**src/rtl/stb_dcache_drain_if.sv**
```systemverilog
// stb_dcache_drain_if: store buffer, DCache write port, flush and load-hazard signals of the drain engine
interface stb_dcache_drain_if #(
  parameter int ADDR_WIDTH     = 32,
  parameter int DATA_WIDTH     = 32,
  parameter int BYTE_SEL_WIDTH = 4
);
  logic                      stb_valid;
  logic [ADDR_WIDTH-1:0]     stb_addr;
  logic [DATA_WIDTH-1:0]     stb_wdata;
  logic [BYTE_SEL_WIDTH-1:0] stb_sel_byte;
  logic                      stb_rd_sel;
  logic                      stb_pop;
  logic                      stb2dcache_req;
  logic                      stb2dcache_w_en;
  logic [ADDR_WIDTH-1:0]     stb2dcache_addr;
  logic [DATA_WIDTH-1:0]     stb2dcache_wdata;
  logic [BYTE_SEL_WIDTH-1:0] stb2dcache_sel_byte;
  logic                      dcache2stb_ack;
  logic                      flush_req;
  logic                      flush_done;
  logic [ADDR_WIDTH-1:0]     ld_addr;
  logic                      ld_hazard;
  logic                      drain_busy;
  logic                      timeout_err;
  modport master (
    input  stb_valid, stb_addr, stb_wdata, stb_sel_byte, dcache2stb_ack, flush_req, ld_addr,
    output stb_rd_sel, stb_pop, stb2dcache_req, stb2dcache_w_en, stb2dcache_addr,
           stb2dcache_wdata, stb2dcache_sel_byte, flush_done, ld_hazard, drain_busy, timeout_err
  );
  modport slave (
    output stb_valid, stb_addr, stb_wdata, stb_sel_byte, dcache2stb_ack, flush_req, ld_addr,
    input  stb_rd_sel, stb_pop, stb2dcache_req, stb2dcache_w_en, stb2dcache_addr,
           stb2dcache_wdata, stb2dcache_sel_byte, flush_done, ld_hazard, drain_busy, timeout_err
  );
endinterface

```
**src/rtl/stb_dcache_drain.sv**
```systemverilog
// stb_dcache_drain: store buffer to DCache drain engine with flush and load hazard; STB_DRAIN_TIMEOUT_EN adds an ack watchdog
module stb_dcache_drain #(
  parameter int ADDR_WIDTH     = 32,
  parameter int DATA_WIDTH     = 32,
  parameter int BYTE_SEL_WIDTH = 4,
  parameter int TIMEOUT_CYCLES = 64
) (
  input logic clk,
  input logic rst,
  stb_dcache_drain_if.master bus
);
  localparam int OFS = $clog2(BYTE_SEL_WIDTH);
  typedef enum logic [1:0] {IDLE, WAIT_ACK, GAP} state_t;
  state_t                    r_state, w_state_nxt;
  logic                      r_flush_pend;
  logic [ADDR_WIDTH-1:0]     r_addr;
  logic [DATA_WIDTH-1:0]     r_wdata;
  logic [BYTE_SEL_WIDTH-1:0] r_sel_byte;
  logic                      w_idle, w_wait, w_rd_sel, w_pop, w_flush_done;
  assign w_idle = r_state == IDLE;
  assign w_wait = r_state == WAIT_ACK;
  // rd_sel is gated by rst so the head is not presented while the FIFO is held in reset
  always_comb begin
    w_rd_sel     = w_idle & bus.stb_valid & ~rst;
    w_pop        = w_wait & bus.dcache2stb_ack;
    w_flush_done = w_idle & ~bus.stb_valid & r_flush_pend;
    w_state_nxt  = w_rd_sel ? WAIT_ACK : w_pop ? GAP : (r_state == GAP) ? IDLE : r_state;
  end
  // state, pending flush (a new request wins over the clear) and the captured head entry
  always_ff @(posedge clk or posedge rst)
    if (rst) begin
      r_state      <= IDLE;
      r_flush_pend <= 1'b0;
      r_addr       <= '0;
      r_wdata      <= '0;
      r_sel_byte   <= '0;
    end else begin
      r_state      <= w_state_nxt;
      r_flush_pend <= bus.flush_req | (r_flush_pend & ~w_flush_done);
      if (w_rd_sel) begin
        r_addr     <= bus.stb_addr;
        r_wdata    <= bus.stb_wdata;
        r_sel_byte <= bus.stb_sel_byte;
      end
    end
  assign bus.stb_rd_sel          = w_rd_sel;
  assign bus.stb_pop             = w_pop;
  assign bus.stb2dcache_req      = w_wait;
  assign bus.stb2dcache_w_en     = w_wait;
  assign bus.stb2dcache_addr     = r_addr;
  assign bus.stb2dcache_wdata    = r_wdata;
  assign bus.stb2dcache_sel_byte = r_sel_byte;
  assign bus.flush_done          = w_flush_done;
  assign bus.drain_busy          = ~w_idle;
  assign bus.ld_hazard           = w_wait & (bus.ld_addr[ADDR_WIDTH-1:OFS] == r_addr[ADDR_WIDTH-1:OFS]);
`ifdef STB_DRAIN_TIMEOUT_EN
  localparam int CW = $clog2(TIMEOUT_CYCLES + 1);
  logic [CW-1:0] r_wait_cnt, w_cnt_nxt;
  logic          r_timeout_err;
  // wait counter restarts on each new request and saturates at the limit
  always_comb begin
    w_cnt_nxt = w_rd_sel ? '0 :
                (w_wait & ~bus.dcache2stb_ack & (r_wait_cnt != CW'(TIMEOUT_CYCLES))) ? r_wait_cnt + CW'(1) :
                r_wait_cnt;
  end
  // sticky error; the outstanding request keeps waiting for its ack
  always_ff @(posedge clk or posedge rst)
    if (rst) begin
      r_wait_cnt    <= '0;
      r_timeout_err <= 1'b0;
    end else begin
      r_wait_cnt    <= w_cnt_nxt;
      r_timeout_err <= r_timeout_err | (w_cnt_nxt == CW'(TIMEOUT_CYCLES));
    end
  assign bus.timeout_err = r_timeout_err;
`else
  assign bus.timeout_err = 1'b0;
`endif
endmodule

```
**src/flat_wrapper.sv**
```systemverilog
// flat-port wrapper written by rule: the top's interface ports become plain ports
module stb_dcache_drain_flat 
#(
  parameter int ADDR_WIDTH     = 32,
  parameter int DATA_WIDTH     = 32,
  parameter int BYTE_SEL_WIDTH = 4,
  parameter int TIMEOUT_CYCLES = 64
)
  (clk, rst, bus_stb_valid, bus_stb_addr, bus_stb_wdata, bus_stb_sel_byte, bus_dcache2stb_ack, bus_flush_req, bus_ld_addr, bus_stb_rd_sel, bus_stb_pop, bus_stb2dcache_req, bus_stb2dcache_w_en, bus_stb2dcache_addr, bus_stb2dcache_wdata, bus_stb2dcache_sel_byte, bus_flush_done, bus_ld_hazard, bus_drain_busy, bus_timeout_err);
  stb_dcache_drain_if #(.ADDR_WIDTH(ADDR_WIDTH), .DATA_WIDTH(DATA_WIDTH), .BYTE_SEL_WIDTH(BYTE_SEL_WIDTH)) bus_i ();
  input logic clk;
  input logic rst;
  input wire logic [$bits(bus_i.stb_valid)-1:0] bus_stb_valid;
  input wire logic [$bits(bus_i.stb_addr)-1:0] bus_stb_addr;
  input wire logic [$bits(bus_i.stb_wdata)-1:0] bus_stb_wdata;
  input wire logic [$bits(bus_i.stb_sel_byte)-1:0] bus_stb_sel_byte;
  input wire logic [$bits(bus_i.dcache2stb_ack)-1:0] bus_dcache2stb_ack;
  input wire logic [$bits(bus_i.flush_req)-1:0] bus_flush_req;
  input wire logic [$bits(bus_i.ld_addr)-1:0] bus_ld_addr;
  output wire logic [$bits(bus_i.stb_rd_sel)-1:0] bus_stb_rd_sel;
  output wire logic [$bits(bus_i.stb_pop)-1:0] bus_stb_pop;
  output wire logic [$bits(bus_i.stb2dcache_req)-1:0] bus_stb2dcache_req;
  output wire logic [$bits(bus_i.stb2dcache_w_en)-1:0] bus_stb2dcache_w_en;
  output wire logic [$bits(bus_i.stb2dcache_addr)-1:0] bus_stb2dcache_addr;
  output wire logic [$bits(bus_i.stb2dcache_wdata)-1:0] bus_stb2dcache_wdata;
  output wire logic [$bits(bus_i.stb2dcache_sel_byte)-1:0] bus_stb2dcache_sel_byte;
  output wire logic [$bits(bus_i.flush_done)-1:0] bus_flush_done;
  output wire logic [$bits(bus_i.ld_hazard)-1:0] bus_ld_hazard;
  output wire logic [$bits(bus_i.drain_busy)-1:0] bus_drain_busy;
  output wire logic [$bits(bus_i.timeout_err)-1:0] bus_timeout_err;
  assign bus_i.stb_valid = bus_stb_valid;
  assign bus_i.stb_addr = bus_stb_addr;
  assign bus_i.stb_wdata = bus_stb_wdata;
  assign bus_i.stb_sel_byte = bus_stb_sel_byte;
  assign bus_i.dcache2stb_ack = bus_dcache2stb_ack;
  assign bus_i.flush_req = bus_flush_req;
  assign bus_i.ld_addr = bus_ld_addr;
  assign bus_stb_rd_sel = bus_i.stb_rd_sel;
  assign bus_stb_pop = bus_i.stb_pop;
  assign bus_stb2dcache_req = bus_i.stb2dcache_req;
  assign bus_stb2dcache_w_en = bus_i.stb2dcache_w_en;
  assign bus_stb2dcache_addr = bus_i.stb2dcache_addr;
  assign bus_stb2dcache_wdata = bus_i.stb2dcache_wdata;
  assign bus_stb2dcache_sel_byte = bus_i.stb2dcache_sel_byte;
  assign bus_flush_done = bus_i.flush_done;
  assign bus_ld_hazard = bus_i.ld_hazard;
  assign bus_drain_busy = bus_i.drain_busy;
  assign bus_timeout_err = bus_i.timeout_err;
  stb_dcache_drain #(.ADDR_WIDTH(ADDR_WIDTH), .DATA_WIDTH(DATA_WIDTH), .BYTE_SEL_WIDTH(BYTE_SEL_WIDTH), .TIMEOUT_CYCLES(TIMEOUT_CYCLES)) u_core (.clk(clk), .rst(rst), .bus(bus_i));
endmodule
```
**config.mk**
```make
export PLATFORM = sky130hd
export DESIGN_NAME = stb_dcache_drain_flat
export DESIGN_NICKNAME = d
export VERILOG_FILES = /design/src/rtl/stb_dcache_drain_if.sv /design/src/rtl/stb_dcache_drain.sv /design/src/flat_wrapper.sv
export SDC_FILE = /design/constraint.sdc
export NUM_CORES = 1
export LEC_CHECK = 0
export ABC_AREA = 0
export CAP_MARGIN = 40
export CORE_MARGIN = 4
export CORE_UTILIZATION = 38
export DETAILED_ROUTE_END_ITERATION = 10
export GPL_ROUTABILITY_DRIVEN = 0
export HOLD_SLACK_MARGIN = 0.02
export PLACE_DENSITY_LB_ADDON = 0.12
export RECOVER_POWER = 25
export REMOVE_ABC_BUFFERS = 1
export SYNTH_ARGS = -nofsm -noshare
export SYNTH_HDL_FRONTEND = slang
export SYNTH_SLANG_ARGS = --single-unit
```
**constraint.sdc**
```tcl
create_clock -name clk -period 2.7 [get_ports clk]
set_clock_uncertainty 0.05 [all_clocks]
set_input_delay 0.54 -clock clk [delete_from_list [all_inputs] [get_ports clk]]
set_output_delay 0.54 -clock clk [all_outputs]
set_load 0.02 [all_outputs]
```
Word-level counts from Yosys, hierarchy flattened --
Cells that the tools add are included.
Operators by class: $add $sub $neg 0, multiply operators 0, divide/modulo/power cells 0, order comparisons 0, equality and inequality tests 3, shift-type cells 0, multiplexer cells 3, bitwise gates (word level) 12, reductions and logical operators 2
Operators by type and width (count):
- == test 30 bit | 1
- AND 1 bit | 7
- two-way mux 2 bit | 3
- NOT 1 bit | 4
- nonzero test 3 bit | 1
- == test 2 x 1 -> 1 bit, second input constant | 1
- == test 2 bit, second input constant | 1
- logical NOT 2 bit | 1
- bitwise OR 1 bit | 1
Word-level totals: flip-flop bits (word level) 71, latch bits 0, RAM bits 0, memory bits (read-only) 0, output and inout bits 76, logic and storage cells 25, memories 0

Depth between registers and ports, before layout --
Gate-level depths: netlist of the first run.
depth after elaboration 6, gate-level depth with buffers 5

Worst setup path after synthesis of the first run --
Ideal clock, no wire load.
kind register -> output, from register u_core.r_state[0], to output bus_ld_hazard, data arrival time 2.047 ns, required time 2.110 ns, path slack 0.063 ns, cell stages (with the launch flop) 5, path buffers 0, cells stage by stage dfrtp_1 nor2b_1 nand4_1 or4_1 nor4_1
Between the ends: word-level cells in the longest chain between the ends 2
Ends and longest elaborated chain:
- from (decl) | RTL line stb_dcache_drain.sv:14 | state_t r_state, w_state_nxt;
- from (signal assigned) | RTL line stb_dcache_drain.sv:38 | r_state <= w_state_nxt;
- == test 2 x 1 -> 1 bit | RTL line stb_dcache_drain.sv:21 | assign w_wait = r_state == WAIT_ACK;
- named net bus_stb2dcache_req | RTL line flat_wrapper.sv:22 | output wire logic [$bits(bus_i.stb2dcache_req)-1:0] bus_stb2dcache_req;
- AND 1 bit | RTL line stb_dcache_drain.sv:55 | assign bus.ld_hazard = w_wait & (bus.ld_addr[ADDR_WIDTH-1:OFS] == r_addr[ADDR_WIDTH-1:OFS]);
- to (decl) | RTL line flat_wrapper.sv:28 | output wire logic [$bits(bus_i.ld_hazard)-1:0] bus_ld_hazard;
The timed path passes the listed nets, and every way through them passes these cells.

Worst setup path after layout of the first run --
from input bus_ld_addr[30], to output bus_ld_hazard
Between the ends: word-level cells in the longest chain between the ends 2
Ends and longest elaborated chain:
- from (decl) | RTL line flat_wrapper.sv:19 | input wire logic [$bits(bus_i.ld_addr)-1:0] bus_ld_addr;
- == test 30 bit | RTL line stb_dcache_drain.sv:55
- AND 1 bit | RTL line stb_dcache_drain.sv:55
No other way between the ends.

==> results.md, run 1 <==
CTS:
- The CTS H-tree depth is 3.
- TritonCTS built the clock tree.
- The later pin in the worst-skew pair is clocked with a latency of 0.33 ns.
- The maximum buffer depth of the clock tree is 2.
- The hold buffer count at CTS is 0.
- Clock-pin slew was measured on the worst setup and hold paths at 0.07 ns.
- TritonCTS created 9 clock buffers.
- The count of clock tree sinks is 71.
- The cell at the root of the clock tree is clkbuf_8.

Power and ir drop:
- Internal power comes to 3.96 mW.
- For this design the ratio of total power to cell area is around 1200 nW/µm².
- Combinational logic is responsible for around 52% of the overall power.
- Net switching is 34.6% of the power.
- The peak ir drop on the vdd network is approximately 0.00073 V.
- The cell leakage power is about 2.2 nW.
- After layout, the design draws a total of between 6 and 7 mW.
- Of the total power, registers draw 32.3%.
- The clock network is responsible for 15.7% of the overall power.
- The switching power of the nets is approximately 2.1 mW.

Timing:
- The transition time of the tightest slew-check pin is 0.794 ns.
- The worst path in the final design needs a cycle of 2.61 ns, including I/O delays and setup.
- The final hold violation count is 0.
- The worst slew margin relative to its limit is between 40% and 50%.
- The tightest hold path in the finished design has a slack of 0.457 ns.
- The count of final setup violators is 0.
- The count of final max-slew check failures is 0.
- Timing would allow up to 383 MHz.
- The share of the clock period used by the worst path after layout is 96.8%.
- Setup repair after global routing left no endpoint under its margin.

Die:
- In this run the core area contains 32 standard-cell rows.
- The initial utilization of the core area, before any placement, comes to between 30% and 40%.
- The floorplan step defined a die boundary enclosing 9520 µm².
- The total I/O pin count is 181.
- From left edge to right edge, the die measures 97.6 µm.
- The floorplan core area is about 7800 µm².
- The floorplan die height is 97.6 µm.

Layout:
- Summing all non-filler instances in the final layout gives an area of 5220 µm².
- The number of fillers in the final layout is between 500 and 600.
- The total inserted antenna cells is 0.
- After the flow finishes, the layout carries non-filler instances totaling 501.
- The final net count is 499.
- From synthesis to final layout, the design area changed by 71.3%.
- The share of post-route cells with drive strength above 1 is approximately a quarter.

Logic synthesis:
- The number of enable-type register cells in the synthesized netlist is 0.
- The sequential-to-total area share from yosys stat is between 50% and 60%.
- After synthesis the cells add up to 3050 µm².
- In this run the biggest area consumer among cell types represents 58.3% of the synthesized area.
- The count of yosys warnings during synthesis is 0.
- The number of register bits inferred by synthesis is 71.
- The synthesized netlist contains 21 unique library cells.
- For this run, asynchronously set or reset flops after synthesis account for 100%.
- Sorting the synthesized cells by area gives the leading types as dfrtp_1, mux2_2, xnor2_1, buf_6, nand4_1.
- dfrtp_1 is the most common cell in the netlist.
- Of all cell types, the one taking the most synthesized area is dfrtp_1.
- The most common flop cell mapped by yosys is dfrtp_1.
- The mean cell area of the mapped netlist is roughly 15 µm².
- By count the netlist is led by dfrtp_1, mux2_2, xnor2_1, buf_6, nand4_1.
- The number of standard cells after synthesis is roughly 200.

GRT:
- The total grt overflow is 0.
- For this run, the total global-route usage over all layers was measured as around 17%.
- In the global route stage, met3 resource usage came out at between 6 and 7%.
- The busiest layer in global routing is met2.
- The first global-routing pass estimated between 10000 and 15000 µm of wire.
- Entering global routing, the biggest net connects 59 pins.
- The number of global-route vias before repair is 2534.
- The met1 demand-to-capacity share in global routing is a little under 20%.
- The met2 usage is 27.8%.
- The number of antenna violations at the first check in global routing is 0.

Route:
- The detail-routed via count per cell is between 4 and 5.
- For this block, the via count after detailed routing is approximately 2300.
- The count of nets left with antenna violations once routing finished came out at 0.
- The number of design-rule violations left by the first detailed-router iteration is 54.
- The first-pass iteration count of the detailed router is 4.
- In the final routed layout, each cell accounts on average for 15.9 µm.
- The total wirelength of the detailed-routed design is 7990 µm.
- The remaining routing DRC violations is 0.

Worst setup path:
- The worst register-to-register path ends at u_core.bus.stb2dcache_addr[6]$_DFFE_PP0P_.
- The critical path is of the in2out type.
- The type of origin of the critical path is a primary input.
- For this run, the slowest stage of the critical path takes 0.43 ns.
- In this run the register-to-register setup slack is 0.57 ns.
- Along the worst path, the maximum fanout reaches 1.
- The number of cells on the worst reg-to-reg path is 6.
- In this run the worst setup path begins at bus_ld_addr[30].
- The required arrival time at the worst endpoint is 2.11 ns.
- The critical path ends at bus_ld_hazard.
- The critical path goes through clkdlybuf4s50_1 -> xor2_1 -> nor4_2 -> nand4_1 -> nor4_4 -> buf_4.
- The arrival time at the worst endpoint is approximately 2.0 ns.
- The largest individual stage delay along the critical path comes from the cell clkdlybuf4s50_1.
- The launching point of the worst reg2reg path is u_core.r_state[1]$_DFFE_PP0P_.
- The endpoint class of the critical path is an output port.

Status:
- The flow ran to the end, and the final reports show no timing, DRC or antenna violations.

Place:
- The number of placed instances, taps included, is 485.
- Input and output buffers added on the ports amount to 177.
- The wire-length estimate of the detail-placed layout is 6120 µm.
- After detailed placement, the total cell area comes to 4990 µm².

Run:
- The tool flagged a number of max-cap violations equal to 0.

Worst hold path:
- The type of the worst min-delay path is reg2reg.
[cells by family after synthesis]
logic type / Yosys count / synth area share, %
AND/OR/NAND/NOR: 16 / 3.69
flip-flops: 71 / 58.3
XOR/XNOR: 30 / 8.62
AO/OA/AOI/OAI: 3 / 0.657
multiplexers: 68 / 25.1
other: 1 / 0.123
buffers and inverters: 12 / 3.49
[cell usage in the layout, fill, tap and decap left out, drive strengths merged]
cell type / Yosys / layout
o21a: 1 / 1
clkdlybuf4s15: 0 / 1
or2: 1 / 1
bufinv: 0 / 2
nand2: 1 / 1
clkbuf: 0 / 14
xnor2: 26 / 26
dlygate4sd3: 0 / 2
buf: 10 / 15
inv: 2 / 2
o21ai: 1 / 1
conb: 1 / 1
xor2: 4 / 4
dlygate4sd2: 0 / 14
clkinv: 0 / 1
dfrtp: 71 / 71
nand2b: 1 / 1
nand4: 7 / 7
clkdlybuf4s50: 0 / 155
a21o: 1 / 1
mux2: 68 / 68
nor3b: 2 / 2
or4: 1 / 1
dlymetal6s2s: 0 / 4
nor4: 2 / 2
nor2b: 1 / 1
[stage by stage]
step | utilization (%) | worst slack, ns | setup TNS [ns]
final | 67.2 | 0.0862 | 0
after global routing | 67.2 | 0.0333 | 0
after CTS | 67.0 | 0.0107 | 0
after detailed placement | 64.3 | -0.690 | -0.690
after global placement | 63.9 | -0.670 | -0.670
after floorplan | - | -0.572 | -39.82
[sequential cells by signal, summed over array words and instances (netlist names)]
register / cells
u_core.bus.stb2dcache_addr: 32
u_core.bus.stb2dcache_wdata: 32
u_core.bus.stb2dcache_sel_byte: 4
u_core.r_state: 2
u_core.r_flush_pend: 1
[worst min-delay path by stage]
stage                                                start                                           to  slack [ns]  cells past startpoint
2_1_floorplan                u_core.r_flush_pend$_DFF_PP0_                u_core.r_flush_pend$_DFF_PP0_        0.42                      2
3_3_place_gp    u_core.bus.stb2dcache_wdata[4]$_DFFE_PP0P_   u_core.bus.stb2dcache_wdata[4]$_DFFE_PP0P_        0.44                      1
3_5_place_dp    u_core.bus.stb2dcache_wdata[2]$_DFFE_PP0P_   u_core.bus.stb2dcache_wdata[2]$_DFFE_PP0P_        0.44                      1
4_1_cts        u_core.bus.stb2dcache_wdata[13]$_DFFE_PP0P_  u_core.bus.stb2dcache_wdata[13]$_DFFE_PP0P_        0.46                      1
5_1_grt        u_core.bus.stb2dcache_wdata[25]$_DFFE_PP0P_  u_core.bus.stb2dcache_wdata[25]$_DFFE_PP0P_        0.48                      1
6_report        u_core.bus.stb2dcache_wdata[6]$_DFFE_PP0P_   u_core.bus.stb2dcache_wdata[6]$_DFFE_PP0P_        0.46                      1
[power groups by stage]
stage               registers [mW]  logic (mW)  clock network [mW]
global placement              1.96        3.14                   0
detailed placement            1.98        3.19                   0
CTS                           1.96        3.19               0.971
finish                        1.96        3.15               0.948
floorplan                     2.60       0.910                   0
global route                  2.03        3.34                1.02
[layout make-up]
| type | count | area (µm²) | area share (%) |
|---|---|---|---|
| sequential | 71 | 1780 | 34.0 |
| inverter | 2 | 7.51 | 0.144 |
| timing repair buffer | 192 | 1890 | 36.3 |
| clock inverter | 3 | 65.1 | 1.25 |
| multi-input combinational | 118 | 1190 | 22.8 |
| clock buffer | 13 | 159 | 3.04 |
| tap | 102 | 128 | 2.44 |
[critical path, delay by kind of cell]
family / cells / cell delay [ns]
simple gates: 3 / 0.71
xor+xnor: 1 / 0.16
buf+inv: 2 / 0.61
[routing by layer]
metal,up-vias,share of wire [%]
met1,1096,42
met5,-,0
li1,1084,-
met4,0,2.1
met2,116,47
met3,15,9.2
[what timing repair did]
| action | 4_1_cts | 5_1_grt |
|---|---|---|
| pin swaps | 14 | 7 |
| endpoints found under the hold margin | 0 | 0 |
| buffers inserted | 0 | 0 |
| gates resized for setup | 23 | 7 |
| setup endpoints to repair | 1 | 3 |
Note: power is estimated with default switching activity, not from simulation.
==> run 2: changes to the inputs <==
--- a/config.mk
+++ b/config.mk
@@ -8,10 +8,12 @@
 export ABC_AREA = 0
 export CAP_MARGIN = 40
 export CORE_MARGIN = 4
-export CORE_UTILIZATION = 38
+export CORE_UTILIZATION = 39
+export CTS_BUF_LIST = sky130_fd_sc_hd__clkbuf_4
 export DETAILED_ROUTE_END_ITERATION = 10
 export GPL_ROUTABILITY_DRIVEN = 0
 export HOLD_SLACK_MARGIN = 0.02
+export MAX_ROUTING_LAYER = met4
 export PLACE_DENSITY_LB_ADDON = 0.12
 export RECOVER_POWER = 25
 export REMOVE_ABC_BUFFERS = 1
==> results.md, run 2 (synthesized netlist as in run 1, its figures left out) <==
Die:
- The total I/O pin count is 181 (unchanged).
- The initial core utilization is 41.1% (was 39.2%).
- The area enclosed by the die boundary is 9290 µm² (was 9520 µm²).
- The row count came to 31 (was 32).
- The x dimension of the die is 96.4 µm (was 97.6 µm).
- The floorplan core area came to 7410 µm² (was 7770 µm²).
- The floorplan die height is 96.4 µm (was 97.6 µm).

Route:
- The number of routed nets with antenna violations came to 0 (unchanged).
- The total wirelength of the detailed-routed design is 8200 µm (was 7990 µm).
- The remaining routing DRC violations is 0 (unchanged).
- The detail-routed via count per cell came to 4.67 (was 4.61).
- The first-pass iteration count of the detailed router is 4 (unchanged).
- The routed length per placed instance is 16.3 µm (was 15.9 µm).
- The number of design-rule violations left by the first detailed-router iteration is 50 (was 54).
- The count of vias placed by the detailed router was 2344 (was 2311).

Power and ir drop:
- The internal power of the cells is 3.69 mW (was 3.96 mW).
- The sequential cell fraction of total power is 33.8% (was 32.3%).
- The combinational group share of total power is 54.9% (was 52.0%).
- The clock share of power is 11.3% (was 15.7%).
- The switching portion of total power was 36.2% (was 34.6%).
- The power after layout is 5.79 mW (was 6.05 mW).
- The switching power of the nets was 2.10 mW (was 2.09 mW).
- The peak ir drop on the vdd network is 0.000560 V (was 0.000735 V).
- The cell area power density is 1130 nW/µm² (was 1160 nW/µm²).
- The cell leakage power was 2.10 nW (was 2.19 nW).

Worst hold path:
- The type of the worst min-delay path is reg2reg (unchanged).

Worst setup path:
- The endpoint class of the critical path is an output port (unchanged).
- The type of origin of the critical path is a primary input (unchanged).
- The worst-path maximum fanout came to 1 (unchanged).
- The worst setup path category is in2out (unchanged).
- The required arrival time at the worst endpoint came to 2.11 ns (about the same).
- The arrival time at the worst endpoint is 2.14 ns (was 2.02 ns).

Timing:
- The count of final max-slew check failures is 0 (unchanged).
- The slack of the critical path is -0.0339 ns (was 0.0862 ns).
- The top achievable clock speed is 366 MHz (was 383 MHz).
- Unrepaired setup endpoints after global routing: true (was false).
- The post-route minimum period is 2.73 ns (was 2.61 ns).
- The transition time of the tightest slew-check pin is 1.20 ns (was 0.794 ns).
- The share of the clock period used by the worst path after layout is 101% (was 96.8%).
- The count of final setup violators is 1 (was 0).
- The worst slew margin relative to its limit is 19.9% (was 47.1%).
- The final hold violation count is 0 (unchanged).
- The worst hold slack across all endpoints is 0.464 ns (was 0.457 ns).

GRT:
- The wire length of the first global-routing pass is 12200 µm (was 12700 µm).
- The largest net degree at the start of global routing came to 40 (was 59).
- The total grt overflow is 0 (unchanged).
- The number of global-route vias before repair is 2447 (was 2534).
- The number of antenna violations at the first check in global routing is 0 (unchanged).
- The overall track demand over capacity in global routing is 18.3% (was 16.8%).

Place:
- The total half-perimeter wirelength after legalization and detailed placement is 6460 µm (was 6120 µm).
- The number of port buffers is 177 (unchanged).
- The number of placed cells counting well taps is 486 (was 485).
- The setup slack after placement is -0.750 ns (was -0.690 ns).

CTS:
- The cell at the root of the clock tree is clkbuf_4 (was clkbuf_8).
- The CTS tree is done (unchanged).
- The clock-pin transition on the worst setup and hold timing paths is 0.10 ns (was 0.07 ns).
- The maximum buffer depth of the clock tree is 2 (unchanged).
- The hold buffer count at CTS is 0 (unchanged).
- The number of buffers created by CTS was 9 (unchanged).
- The count of clock tree sinks came to 71 (unchanged).
- The CTS H-tree depth was 3 (unchanged).
- The post-CTS setup buffer count is 0 (unchanged).
- The clock insertion delay at the later pin of the skew report was 0.38 ns (was 0.33 ns).

Layout:
- The total inserted antenna cells is 0 (unchanged).
- The sequential standard cell area is 1780 µm² (unchanged).
- The multi-input gate area in the final layout is 1190 µm² (unchanged).
- The signed area change from the synthesized netlist to the final layout came to 68.3% (was 71.3%).
- The number of fillers in the final layout is 582 (was 591).
- Commonest non-fill, non-tap cells in the layout: clkdlybuf4s50_1, dfrtp_1, mux2_2 (unchanged).
- The leading cell type in the layout, fill and taps excluded is clkdlybuf4s50_1 (unchanged).
- The share of post-route cells with drive strength above 1 is 26.3% (was 25.6%).
- The final net count was 503 (was 499).
- The final cell count without fillers was 502 (was 501).

Status:
- Run status: finished with violations (was completed).
- The final reports fail on setup timing.

Run:
- The number of max-cap violations is 0 (unchanged).
==> run 2: cell count changes in the layout (fill, tap and decap cells not counted), moves of 4 or more <==
cell             previous run  this run
clkbuf_4                    1        11
dlygate4sd2_1              14         5
dlymetal6s2s_1              4         0
clkbuf_8                   11         0
clkdlybuf4s50_1           155       169
buf_4                      14        18
==> run 2: what timing repair did <==
item                                    4_1_cts  5_1_grt
endpoints found under the setup margin        3        1
hold endpoints to repair                      0        0
pin swaps                                     4        0
gates resized for setup                      15        0
==> run 2: power groups by stage <==
stage	Clock, mW	Sequential [mW]	Combinational (mW)
floorplan	0	2.60	0.910
global placement	0	1.97	3.17
detailed placement	0	1.99	3.21
CTS	0.676	1.97	3.23
global route	0.726	2.04	3.38
finish	0.653	1.96	3.18
==> run 2: routing by layer <==
| metal | wire [µm] | vias up | part of all wire (%) | GRT usage [%] |
|---|---|---|---|---|
| met2 | 4020 | 105 | 49 | 29.2 |
| met1 | 3210 | 1132 | 39 | 21.4 |
| met5 | 0 | - | 0 | - |
| met3 | 847 | 11 | 10 | 6.20 |
| met4 | 117 | 0 | 1.4 | 7.13 |
| li1 | - | 1096 | - | - |
==> run 2: critical path, cell delays in order <==
cell             delay [ns]
clkdlybuf4s50_1        0.48
xnor2_1                0.12
nand4_1                0.11
or4_4                  0.57
nor4_4                 0.15
buf_4                  0.18
==> run 2: path summary, 6_finish.rpt <==
check | start | depth (start not counted) | slack (ns) | end
max | bus_ld_addr[10] | 6 | -0.03 | bus_ld_hazard
min | u_core.bus.stb2dcache_sel_byte[0]$_DFFE_PP0P_ | 1 | 0.46 | u_core.bus.stb2dcache_sel_byte[0]$_DFFE_PP0P_
min reg2reg | u_core.bus.stb2dcache_sel_byte[0]$_DFFE_PP0P_ | 1 | 0.46 | u_core.bus.stb2dcache_sel_byte[0]$_DFFE_PP0P_
max in group asynchronous | rst | 3 | 0.42 | u_core.bus.stb2dcache_addr[26]$_DFFE_PP0P_
max reg2reg | u_core.r_state[0]$_DFFE_PP0P_ | 6 | 0.54 | u_core.bus.stb2dcache_wdata[4]$_DFFE_PP0P_
min in group asynchronous | rst | 2 | 0.66 | u_core.bus.stb2dcache_addr[20]$_DFFE_PP0P_
==> run 2: final cells by class <==
cell class / count / share of cell area (%)
clock buffer: 11 / 1.61
tap: 99 / 2.42
clock inverter: 5 / 0.951
timing repair buffer: 196 / 37.0
sequential: 71 / 34.6
inverter: 2 / 0.146
multi-input combinational: 118 / 23.2
==> run 2: per-stage QoR <==
stage | instance area (µm²) | util [%] | TNS, ns
after global routing | 5130 | 69.2 | -0.119
after global placement | 5000 | 67.5 | -0.627
after detailed placement | 5000 | 67.5 | -0.750
after CTS | 5150 | 69.5 | -0.0407
after floorplan | 2950 | - | -39.82
final | 5130 | 69.2 | -0.0339
